`config.mk`:
```
export PLATFORM = sky130hd
export DESIGN_NAME = montgomery_pipelined
export DESIGN_NICKNAME = d
export VERILOG_FILES = /design/src/rtl/montgomery_pipelined.sv
export SDC_FILE = /design/constraint.sdc
export NUM_CORES = 2
export LEC_CHECK = 0
export BUFFER_PORTS_ARGS = -buffer_cell sky130_fd_sc_hd__buf_2
export CAP_MARGIN = 10
export CORE_MARGIN = 1
export CORE_UTILIZATION = 65
export DETAILED_ROUTE_END_ITERATION = 8
export GPL_TIMING_DRIVEN = 0
export PLACE_DENSITY_LB_ADDON = 0.25
export SLEW_MARGIN = 10
export SYNTH_ARGS = -nofsm -noshare
export SYNTH_HDL_FRONTEND = slang
export SYNTH_SLANG_ARGS = --single-unit
```
`constraint.sdc`:
```
create_clock -name clk_i -period 13 [get_ports clk_i]
set_input_delay 1.3 -clock clk_i [delete_from_list [all_inputs] [get_ports clk_i]]
set_output_delay 1.3 -clock clk_i [all_outputs]
set_load 0.03 [all_outputs]
```
`src/rtl/montgomery_pipelined.sv`:
```
// montgomery_pipelined: streaming Montgomery reduction, result = x * 2^-k mod m.
// Define MONTGOMERY_BUSY_EN to add the busy_o output.
module montgomery_pipelined (
  input  logic        clk_i,
  input  logic        rst_i,
  input  logic        start_i,
  input  logic [63:0] x_i,
  input  logic [63:0] m_i,
  input  logic [63:0] m_bl_i,
  input  logic [63:0] minv_i,
  output logic [63:0] result_o,
  output logic        valid_o
`ifdef MONTGOMERY_BUSY_EN
  ,
  output logic        busy_o
`endif
);

  typedef struct packed {
    logic        v;
    logic [63:0] x;
  } in_t;

  typedef struct packed {
    logic        v;
    logic [63:0] x;
    logic [31:0] q;
  } s1_t;

  typedef struct packed {
    logic        v;
    logic [65:0] t;
  } s2_t;

  typedef struct packed {
    logic        v;
    logic [65:0] u;
  } s3_t;

  in_t s0_q;
  s1_t s1_q;
  s2_t s2_q;
  s3_t s3_q;

  logic [5:0]  k;
  logic [31:0] mask;
  logic [31:0] q_d;
  logic [63:0] qm;
  logic [65:0] t_d;
  logic [65:0] u_d;
  logic [65:0] m_ext;
  logic [65:0] diff;
  logic [63:0] res_d;

  // k >= 32 saturates the mask; such k is out of range anyway
  assign k    = m_bl_i[5:0];
  assign mask = k[5] ? 32'hFFFF_FFFF
                     : (32'd1 << k[4:0]) - 32'd1;

  always_ff @(posedge clk_i) begin
    if (rst_i) begin
      s0_q <= '0;
    end else begin
      s0_q.v <= start_i;
      s0_q.x <= x_i;
    end
  end

  assign q_d = ((s0_q.x[31:0] & mask) *
                (minv_i[31:0] & mask)) & mask;

  always_ff @(posedge clk_i) begin
    if (rst_i) begin
      s1_q <= '0;
    end else begin
      s1_q.v <= s0_q.v;
      s1_q.x <= s0_q.x;
      s1_q.q <= q_d;
    end
  end

  assign qm  = {32'b0, s1_q.q} * {32'b0, m_i[31:0]};
  assign t_d = {2'b00, s1_q.x} + {2'b00, qm};

  always_ff @(posedge clk_i) begin
    if (rst_i) begin
      s2_q <= '0;
    end else begin
      s2_q.v <= s1_q.v;
      s2_q.t <= t_d;
    end
  end

  // low k bits of t are zero, so the shift is an exact division
  assign u_d = s2_q.t >> k;

  always_ff @(posedge clk_i) begin
    if (rst_i) begin
      s3_q <= '0;
    end else begin
      s3_q.v <= s2_q.v;
      s3_q.u <= u_d;
    end
  end

  assign m_ext = {2'b00, m_i};
  assign diff  = s3_q.u - m_ext;
  assign res_d = (s3_q.u >= m_ext) ? diff[63:0]
                                   : s3_q.u[63:0];

  always_ff @(posedge clk_i) begin
    if (rst_i) begin
      valid_o  <= 1'b0;
      result_o <= '0;
    end else begin
      valid_o <= s3_q.v;
      if (s3_q.v) begin
        result_o <= res_d;
      end
    end
  end

`ifdef MONTGOMERY_BUSY_EN
  assign busy_o = s0_q.v | s1_q.v | s2_q.v
                | s3_q.v | valid_o;
`endif

  logic unused;
  assign unused = ^{m_bl_i[63:6], minv_i[63:32], diff[65:64]};

endmodule

```
Word-level counts from Yosys, hierarchy flattened:

Index checks and enable logic that the tools add are counted.

* register bits: 361
* bits in latches: 0
* bits in writable memories: 0
* ROM bits: 0
* input port bits: 259
* output and inout port bits: 65
* logic and storage cells: 24
* memories: 0

* add/subtract/negate cells: 3
* multipliers: 2
* divide/modulo/power cells: 0
* magnitude comparators: 1
* equal/unequal tests: 0
* shift-type cells: 2
* multiplexer cells: 2
* bitwise logic cells: 3
* reduce and logical (&&, ||, !) cells: 0

Operators by type and width (count)
* bitwise AND 32 bit: 3
* greater-or-equal comparator 66 x 64 -> 1 bit: 1
* right shift 66 x 6 -> 66 bit: 1
* adder 64 x 64 -> 65 bit: 1
* multiplier 32 x 32 -> 64 bit: 1
* two-way mux 64 bit: 1
* subtractor 64 bit: 1
* multiplier 32 x 32 -> 32 bit: 1
* two-way mux 32 bit: 1
* << shifter 1 x 5 -> 32 bit (first input constant): 1
* subtractor 32 x 1 -> 32 bit (second input constant): 1

Depth between registers and ports, before layout:

* depth in word-level cells: 6
* gate-level depth with buffers: 40
* depth with buffers taken out: 34

Worst setup path after synthesis:

OpenSTA, ideal clock, no wires.

* path kind: input -> register
* from: input m_bl_i[1]
* to: register s1_q[31] (netlist bit)
* library setup time: 130 ps
* arrival time: 10618 ps
* required time: 12870 ps
* setup slack: 2253 ps
* cell stages on the path: 38
* path buffers: 7
* cells stage by stage: buf_2 -> buf_2 -> buf_1 -> buf_2 -> buf_1 -> or3_1 -> ha_1 -> buf_2 -> nor4_1 -> mux2_2 -> a221oi_1 -> nand2b_1 -> clkbuf_1 -> nor2_1 -> fa_1 -> inv_1 -> fa_1 -> fa_1 -> (+2 left out) -> fa_1 -> inv_1 -> fa_1 -> inv_1 -> fa_1 -> fa_1 -> ha_1 -> a21o_1 -> a21oi_1 -> nand2_1 -> a221o_1 -> a22o_1 -> a211o_1 -> a21o_1 -> a21oi_1 -> o21ai_0 -> xnor2_1 -> nor3_2

* cells in the longest elaborated chain, start to end: 6
* elaborated cells on any way between the ends: 7
* those cells by class: add/sub (1); mul (1); shift (1); mux (1); bitwise (3)

Ends and longest elaborated chain
* start: declaration: RTL line 9 `input logic [63:0] m_bl_i,`
* << shifter 1 x 5 -> 32 bit *: RTL line 58 `: (32'd1 << k[4:0]) - 32'd1;`
* subtractor 32 x 1 -> 32 bit *: RTL line 58
* two-way mux 32 bit *: RTL line 57 `assign mask = k[5] ? 32'hFFFF_FFFF`
* bitwise AND 32 bit (on tied branches): RTL line 69, 70
* multiplier 32 x 32 -> 32 bit: RTL line 69 `assign q_d = ((s0_q.x[31:0] & mask) *`
* bitwise AND 32 bit *: RTL line 70 `(minv_i[31:0] & mask)) & mask;`
* end: declaration: RTL line 41 `s1_t s1_q;`

Mark *: on every way between the ends. The rest lies on a longest branch, timed or not.
A chain may end at the register's enable or synchronous reset.

Worst setup path in the final report:

* from: input m_bl_i[1]
* to: register s1_q[30] (netlist bit)

The elaborated chain is that of the path after synthesis.

==> metrics.yaml <==
area_growth_pct: 6.57
synth.distinct_cells: 93
max_freq_ghz: 0.0792
worstHoldStart: "s1_q[96]$_SDFF_PP0_"
avgSynthCellArea_sq_um: 8.63
num-fill-cells: 8135
num_io_pins: 324
crit_start: "m_bl_i[1]"
nNetsFinal: 10200
first_pass_iters: 7
core_sq_um: 103000
drive_above_1_share_pct: 5.42
fin_crit_sh_pct: 97.1
die_x_um: 325
multiInputGateArea_sq_um: 53300
num_rows: 118
port_buffers: 224
fin_area_sq_um: 72200
ant_nets: 0
vias: 60700
syn_area_sq_um: 67800
gp_congestion: 1.11
start_kind: "input port"
antenna_found_initial: 40
crit_path_end_kind: "flop"
track_usage_pct: 53.2
crit_path_top_delay_cell: "a2111oi_0"
grt_max_degree: 14
critPathRequiredTime_ns: 13.56
synthCells: 7852
cts_made_buffers: 44
ys_seq_area_share_pct: 10.6
synthSimpleGateAreaFrac_pct: 17.2
post_dp_cell_area_sq_um: 70700
report.final.slew_viol_count: 21
synth_top_family_by_area: "adder cells"
dpl.hpwl_um: 225000
outcome: "finished with violations"
finalSetupViolations: 0
synthMuxAreaShare_pct: 2.70
cp_max_fo: 10
htreeDepth: 2
clk_pin_slew_ns: 0.06
seqCellArea_sq_um: 7190
synth_xor_xnor_area_share_pct: 2.49
hold_path.class: "reg -> reg"
cts_buffer_depth: 3
maxCapViolations: 2
worst-setup-path-type: "in -> reg"
r2r-start: "s1_q[6]$_SDFF_PP0_"
hold_buffers: 0
synthAdderAreaFrac_pct: 48.5
fin_crit_ns: 12.62
synth.yosys.warnings: 0
synth-async-reset-ratio_pct: 0
die_y_um: 325
clockRootBuffer: "clkbuf_16"
via_per_inst: 6.34
synth_compound_area_share_pct: 7.70
finalHoldViolCount: 0
synth_top_area_share_pct: 40.5
ys_seq_elements: 359
slew_headroom_pct: -1.82
grt_pass1_vias: 62500
yosysTopAreaCell: "fa_1"
clock_skew_ns: 0.0323
synth_fp_nets: 9917
wire_per_inst_um: 28.9
violations: "capacitance limit, slew limit"
synth_edf_count: 0
wl_um: 277000
cts_tree: "done"
die_area_sq_um: 106000
cts.sinks: 359
start_util_pct: 65.5
cp_slowest_stage_delay_ns: 0.69
grt_pass1_wl_um: 403000
drt_iter0_markers: 7843
worstSkewPairLatency_ns: 0.67
crit_path_frequent_cell: "fa_1"
tightest_slew_ns: 1.53
gr-total-overflow: 0
synth_ff_type: "dfxtp_1"
drc: 0
synth_area_leaders: "fa_1 (40%), dfxtp_1 (11%), inv_1 (8.2%), ha_1 (8.0%), nand2_1 (7.5%)"
rsz0062_at_grt: "no"
arrival_ns: 13.18
kinds of logic (layout without fill, tap and decap cells):
logic type               Yosys count  count (layout)
AND/OR/NAND/NOR                 2669            2669
buffers and inverters           1926            2229
adder cells (fa/ha/maj)         1806            1806
AO/OA/AOI/OAI                    781             781
flip-flops                       359             359
XOR/XNOR                         189             189
multiplexers                     122             122
other                              0              33
metrics by stage:
stage | utilization (%) | setup TNS [ns] | std cells | hold slack (ns) | worst slack [ns]
5_1_grt | 69.7 | 0 | 9540 | 0.456 | 0.0896
3_5_place_dp | 68.3 | -0.954 | 9458 | 0.425 | -0.366
6_report | 69.8 | 0 | 9568 | 0.435 | 0.380
4_1_cts | 69.7 | 0 | 9536 | 0.438 | 0.263
2_1_floorplan | - | 0 | 7852 | 0.414 | 2.25
3_3_place_gp | 68.2 | -1.88 | 9456 | 0.416 | -0.664
state kept, by name, indices dropped and copies added, names as in the netlist:
name and count:
result_o 64, s3_q 66, valid_o 1, s2_q 66
s1_q 97, s0_q 65
cells in the final DEF, fill, tap and decap left out, types with 49 or more instances in the layout:
cell type	count
clkbuf_1	380
nor3_1	49
fa_1	1370
xor2_1	68
and2_1	224
dfxtp_1	359
nor2b_1	177
a21o_1	95
o21ai_0	112
mux2i_1	67
nand3_1	65
and3_1	56
xnor2_1	118
nor2_1	613
inv_1	1487
a21oi_1	219
buf_2	252
nand2_1	1362
a211oi_1	81
ha_1	436
critical path: cells and delay by family:
family	cells	cell delay, ns
compound gates	7	2.15
simple gates	6	1.74
xor+xnor	1	0.14
buf+inv	9	2.95
fa+ha+maj	10	4.87
final timing paths:
| path | to | cells after the start | slack [ns] |
|---|---|---|---|
| worst min register to register | s2_q[66]$_SDFF_PP0_ | 1 | 0.44 |
| worst min-delay path | s2_q[66]$_SDFF_PP0_ | 1 | 0.44 |
| worst max-delay path | s1_q[30]$_SDFF_PP0_ | 33 | 0.38 |
| worst max register to register | s2_q[59]$_SDFF_PP0_ | 27 | 2.71 |
area by class of cell:
cell class / count / area share, %
Antenna cell: 33 / 0.114
Timing Repair Buffer: 226 / 1.57
Multi-Input combinational cell: 5567 / 73.8
Sequential cell: 359 / 9.95
Clock buffer: 55 / 1.66
Clock inverter: 23 / 0.383
Tap cell: 1380 / 2.39
Buffer: 435 / 2.36
Inverter: 1490 / 7.74
synthesized netlist by cell type, types with 9 or more instances:
| master | instances |
|---|---|
| a211o_1 | 12 |
| a211oi_1 | 81 |
| a21o_1 | 95 |
| a21oi_1 | 219 |
| a31oi_1 | 43 |
| and2_1 | 224 |
| and3_1 | 56 |
| buf_1 | 20 |
| buf_2 | 28 |
| clkbuf_1 | 383 |
| dfxtp_1 | 359 |
| fa_1 | 1370 |
| ha_1 | 436 |
| inv_1 | 1487 |
| mux2i_1 | 67 |
| mux4_2 | 48 |
| nand2_1 | 1362 |
| nand2b_1 | 25 |
| nand3_1 | 65 |
| nand4_1 | 33 |
| nor2_1 | 613 |
| nor2b_1 | 177 |
| nor3_1 | 49 |
| nor3b_1 | 11 |
| nor4_1 | 9 |
| o211a_1 | 13 |
| o211ai_1 | 20 |
| o21a_1 | 24 |
| o21ai_0 | 115 |
| o21bai_1 | 32 |
| o22a_1 | 14 |
| o22ai_1 | 12 |
| or2_2 | 12 |
| xnor2_1 | 118 |
| xor2_1 | 68 |
what timing repair did:
action                                 CTS  global route
endpoints found under the hold margin    0             0
buffers inserted                         0             0
setup endpoints to repair                0             4
resized for setup                        0             7
routing by layer:
layer | track usage (%) | up-vias | routed length (um)
met4 | 39.2 | 28 | 25700
met5 | 0.317 | - | 242
met1 | 65.4 | 29700 | 93500
met2 | 74.5 | 5054 | 112000
met3 | 22.9 | 1406 | 44900
li1 | - | 24500 | -
Power is not shown: default switching activity piles up to over one toggle a cycle in this logic, so the estimate is an artifact.
